--- src/rtl/fir_coef_loader.sv ---
// FIR coefficient RAM reload sequencer.
// Streams MSB/LSB byte pairs from the host into each filter's coefficient RAM.
module fir_coef_loader #(
  parameter int NUM_FILTERS    = 4,
  parameter int QUIESCE_CYCLES = 8
) (
  input  logic       clk,
  input  logic       reset_n,
  input  logic       load_start,
  input  logic [8:0] coefs_per_filter,
  input  logic       abort,
  input  logic       byte_valid,
  input  logic [7:0] byte_data,
  output logic       byte_ready,
  input  logic       audio_en_req,
  output logic       audio_en,
  input  logic       wr_addr_zero,
  output logic       coef_addr_rst,
  output logic       coefficient_wr_en,
  output logic [5:0] coef_select,
  output logic [7:0] coef_wr_msb_data,
  output logic [7:0] coef_wr_lsb_data,
  output logic       busy,
  output logic       done,
  output logic       error
);

  localparam int QW = (QUIESCE_CYCLES > 1) ? $clog2(QUIESCE_CYCLES) : 1;
  localparam logic [QW-1:0] QLAST = QW'(QUIESCE_CYCLES - 1);
  localparam logic [5:0] FLAST = 6'(NUM_FILTERS - 1);

  typedef enum logic [3:0] {
    S_IDLE, S_QUIESCE, S_ARST, S_CHECK,
    S_MSB, S_LSB, S_WRITE, S_HOLD, S_FIN
  } state_e;

  state_e        state_q, state_d;
  logic [8:0]    n_q, n_d;
  logic [8:0]    coef_q, coef_d;
  logic [5:0]    filt_q, filt_d;
  logic [5:0]    sel_q, sel_d;
  logic [QW-1:0] qcnt_q, qcnt_d;
  logic [7:0]    msb_q, msb_d;
  logic [7:0]    lsb_q, lsb_d;
  logic          err_q, err_d;
  logic          arst_q, arst_d;
  logic          wr_q, wr_d;
  logic          aud_q, aud_d;
  logic          start, abort_hit, take;

  assign byte_ready = (state_q == S_MSB) || (state_q == S_LSB);
  assign busy       = (state_q != S_IDLE) && (state_q != S_FIN);
  assign done       = (state_q == S_FIN);
  assign abort_hit  = abort && (state_q != S_IDLE);
  // An aborted cycle never consumes the byte on offer.
  assign take       = byte_valid && byte_ready && !abort;

  always_comb begin
    state_d = state_q;
    n_d     = n_q;
    coef_d  = coef_q;
    filt_d  = filt_q;
    sel_d   = sel_q;
    qcnt_d  = qcnt_q;
    msb_d   = msb_q;
    lsb_d   = lsb_q;
    err_d   = err_q;
    start   = 1'b0;
    unique case (state_q)
      S_IDLE: begin
        if (load_start && !abort) begin
          if (coefs_per_filter == 9'd0) begin
            err_d = 1'b1;
          end else begin
            start   = 1'b1;
            n_d     = coefs_per_filter;
            err_d   = 1'b0;
            filt_d  = 6'd0;
            coef_d  = 9'd0;
            qcnt_d  = '0;
            state_d = S_QUIESCE;
          end
        end
      end
      S_QUIESCE: begin
        if (qcnt_q == QLAST) state_d = S_ARST;
        else qcnt_d = qcnt_q + 1'b1;
      end
      S_ARST: state_d = S_CHECK;
      S_CHECK: begin
        if (wr_addr_zero) begin
          state_d = S_MSB;
        end else begin
          err_d   = 1'b1;
          state_d = S_IDLE;
        end
      end
      S_MSB: begin
        if (take) begin
          msb_d   = byte_data;
          state_d = S_LSB;
        end
      end
      S_LSB: begin
        if (take) begin
          lsb_d   = byte_data;
          state_d = S_WRITE;
        end
      end
      S_WRITE: state_d = S_HOLD;
      S_HOLD: begin
        if (coef_q != n_q - 9'd1) begin
          coef_d  = coef_q + 9'd1;
          state_d = S_MSB;
        end else if (filt_q != FLAST) begin
          filt_d  = filt_q + 6'd1;
          coef_d  = 9'd0;
          state_d = S_ARST;
        end else begin
          state_d = S_FIN;
        end
      end
      S_FIN: state_d = S_IDLE;
      default: state_d = S_IDLE;
    endcase
    if (abort_hit) begin
      state_d = S_IDLE;
      err_d   = 1'b1;
    end
    if (state_d == S_ARST) sel_d = filt_d;
    arst_d = (state_d == S_ARST) || abort_hit;
    wr_d   = (state_d == S_WRITE);
    // Gate audio one cycle early so it is already low after the start.
    aud_d  = audio_en_req && !(busy || start);
  end

  always_ff @(posedge clk or negedge reset_n) begin
    if (!reset_n) begin
      state_q <= S_IDLE;
      n_q     <= '0;
      coef_q  <= '0;
      filt_q  <= '0;
      sel_q   <= '0;
      qcnt_q  <= '0;
      msb_q   <= '0;
      lsb_q   <= '0;
      err_q   <= 1'b0;
      arst_q  <= 1'b0;
      wr_q    <= 1'b0;
      aud_q   <= 1'b0;
    end else begin
      state_q <= state_d;
      n_q     <= n_d;
      coef_q  <= coef_d;
      filt_q  <= filt_d;
      sel_q   <= sel_d;
      qcnt_q  <= qcnt_d;
      msb_q   <= msb_d;
      lsb_q   <= lsb_d;
      err_q   <= err_d;
      arst_q  <= arst_d;
      wr_q    <= wr_d;
      aud_q   <= aud_d;
    end
  end

  assign coef_select       = sel_q;
  assign coef_wr_msb_data  = msb_q;
  assign coef_wr_lsb_data  = lsb_q;
  assign coef_addr_rst     = arst_q;
  assign coefficient_wr_en = wr_q;
  assign audio_en          = aud_q;
  assign error             = err_q;

endmodule

--- config.mk ---
export PLATFORM = sky130hd
export DESIGN_NAME = fir_coef_loader
export DESIGN_NICKNAME = d
export VERILOG_FILES = /design/src/rtl/fir_coef_loader.sv
export SDC_FILE = /design/constraint.sdc
export NUM_CORES = 1
export LEC_CHECK = 0
export CAP_MARGIN = 5
export CORE_MARGIN = 10
export CORE_UTILIZATION = 40
export CTS_BUF_LIST = sky130_fd_sc_hd__clkbuf_2
export DETAILED_ROUTE_END_ITERATION = 6
export GPL_TIMING_DRIVEN = 0
export PLACE_DENSITY = 0.69
export SYNTH_ARGS = -nofsm -noshare
export SYNTH_HDL_FRONTEND = slang
export SYNTH_SLANG_ARGS = --single-unit
--- constraint.sdc ---
create_clock -name clk -period 7.3 [get_ports clk]
set_input_delay 1.46 -clock clk [delete_from_list [all_inputs] [get_ports clk]]
set_output_delay 1.46 -clock clk [all_outputs]
set_load 0.05 [all_outputs]
==> metrics.cfg <==
[route]
wl_um=7690
drc=0
wl_per_cell_um=16.0
firstDrtPassIters=5
vias=2565
drtIter0Drc=146
vias_per_cell=5.34
drtAntennaViolNets=0

[logic_synthesis]
synthesis.nets=341
netlist_area_um2=3030
async_flop_share_pct=100
synth_seq_cells=57
syn-instance-count=312
synth_edf_count=0
ys_types=57
syn-mean-instance-area_um2=9.70
synth_warnings=0
seq_area_frac_synth_pct=47.1
synth_ff_type=dfrtp_1

[sta]
max-slew-margin-rel_pct=35.2
fin_crit_ps=4050
rsz0062_at_grt=no
holdWs_ps=493
finalSetupViolCount=0
finalSetupTns_ps=0
drv_slew=0
skew_ps=21.6
period_share_pct=55.5
hold_violations=0
max_freq_ghz=0.247
worst_pin_slew_ps=959

[setup_path]
crit_type=reg2out
worstPathMaxFanout=10
r2r_slack_ps=4160
crit_required_ps=5840
r2r_start=n_q[0]
arrival_ps=2590
start_kind=register
rr_worst_depth=8
worstSetupEndpointType=output pin
r2r_end=coef_select[2]

[placement]
dp_hpwl_um=5800
gp_congestion=0.890
post_dp_cell_area_um2=3690
port_buffers=52

[global_route]
grt.overflow.total=0
antenna_found_initial=0
grt.total_usage_pct=14.0
grt_max_degree=34
grt_pass1_vias=2597
grt_pass1_wl_um=13000

[finish]
fillers=689
final_cell_area_um2=3790
multi_input_area_um2=1520
drive_above_1_share_pct=11.8
regArea_um2=1430
antenna_cells=0
syn_to_final_growth_pct=25.1
layout.nets=405

[pwr]
p_leak_nw=1.67
ir_drop_v=0.000195
p_per_area_nw_per_um2=369

[hold_path]
hold_depth=2
hp-class=reg2reg
hold_start=coef_wr_lsb_data[3]
holdPathEnd=coef_wr_lsb_data[3]

[job]
cap_violations=0

[cts]
path_clk_slew_ps=150
clockRootBuffer=clkbuf_2
insertion_delay_ps=460
htree_levels=3
cts-resized-gates=0
clk_path_buf_depth=2
cts_setup_buffers=0
cts_tree=yes
cts_sinks=57
cts_hold_buf=0
numCtsBuffers=9

[die]
die_y_um=107
die_w_um=107
start_util_pct=41.5
dieArea_um2=11400
rows=31
io_pins=53
core_area_um2=7290

[status]
status=completed

-- layer usage --
metal	wire [µm]	track usage, %	vias up
met1	3440	17.6	1237
li1	-	-	1243
met3	394	4.31	8
met2	3750	22.8	77
met5	0	0	-
met4	110	3.77	0
-- sequential cells by signal, indices dropped and copies added, names as in the netlist --
signal             count
audio_en               1
coef_addr_rst          1
coef_q                 9
coef_select            6
coef_wr_lsb_data       8
coef_wr_msb_data       8
coefficient_wr_en      1
error                  1
filt_q                 6
n_q                    9
qcnt_q                 3
state_q                4
-- metrics by stage --
stage	setup slack, ps	instances	total power, mW	util, %
after global routing	2970	480	1.50	51.9
after CTS	3210	480	1.41	51.9
after detailed placement	3400	464	1.22	50.5
after floorplan	4030	312	0.996	-
after global placement	2930	463	1.21	50.3
final	3250	480	1.40	51.9
-- cell type report --
type / instances / share of cell area, %
buffer: 10 / 1.09
tap: 99 / 3.27
inverter: 10 / 0.991
clock inverter: 5 / 1.22
sequential: 57 / 37.7
timing repair buffer: 53 / 14.1
multi-input combinational: 235 / 40.2
clock buffer: 11 / 1.45
-- cell usage in the layout, fill, tap and decap left out, types with 2 or more instances in the layout --
cell,netlist,final
a211oi_1,3,3
a21oi_1,6,6
a22oi_1,3,3
a2bb2oi_1,2,2
a31oi_1,6,6
and2_1,2,2
and3_1,4,4
clkbuf_1,9,9
clkbuf_2,0,11
clkdlybuf4s50_1,0,51
clkinv_1,1,4
dfrtp_1,57,57
ha_1,5,5
inv_1,9,9
mux2_2,16,16
mux2i_1,5,5
nand2_1,66,66
nand2b_1,5,5
nand3_1,14,14
nand3b_1,2,2
nor2_1,19,19
nor2b_1,2,2
nor3_1,8,8
nor4_1,4,4
nor4b_1,3,3
o211ai_1,3,3
o21ai_0,13,13
o22ai_1,2,2
o31ai_1,2,2
or3_1,3,3
xnor2_1,3,3
xor2_1,8,8
-- worst max-delay path by stage --
| stage | to | slack (ps) | start |
|---|---|---|---|
| 2_1_floorplan | done | 4030 | state_q[1] |
| 3_3_place_gp | coef_select[4] | 2930 | reset_n |
| 3_5_place_dp | coef_select[3] | 3400 | coefs_per_filter[7] |
| 4_1_cts | done | 3210 | state_q[1] |
| 5_1_grt | done | 2970 | state_q[1] |
| 6_report | done | 3250 | state_q[1] |
-- logic make-up after synthesis --
| logic type | share of synthesized area (%) |
|---|---|
| AND/OR/NAND/NOR | 23.5 |
| buffers and inverters | 2.60 |
| AO/OA/AOI/OAI | 13.9 |
| XOR/XNOR | 3.18 |
| flip-flops | 47.1 |
| adder cells (fa/ha/maj) | 2.07 |
| multiplexers | 7.61 |
-- Yosys cell counts, drive strengths merged (7+ instances only) --
| cell | count | area share, % |
|---|---|---|
| dfrtp | 57 | 47 |
| a31oi | 7 | 1.9 |
| mux2 | 16 | 6.0 |
| xor2 | 8 | 2.3 |
| clkbuf | 9 | 1.1 |
| a21oi | 7 | 1.3 |
| nand3 | 15 | 2.9 |
| nand2 | 66 | 8.2 |
| o21ai | 13 | 2.1 |
| nor3 | 9 | 1.9 |
| nor2 | 20 | 2.7 |
| inv | 9 | 1.1 |
-- power by group --
part | total [mW] | switching, mW | leakage, nW | internal (mW)
registers | 0.481 | 0.0727 | 0.738 | 0.409
clock network | 0.190 | 0.112 | 0.0684 | 0.0784
logic | 0.728 | 0.460 | 0.866 | 0.267
-- worst max-delay path: stages (launching register included) --
cell and delay (ps):
dfrtp_1 420, clkbuf_1 220, nor3_1 470, inv_1 110, nor2_1 110, clkdlybuf4s50_1 820
(Power assumes the default switching activity.)
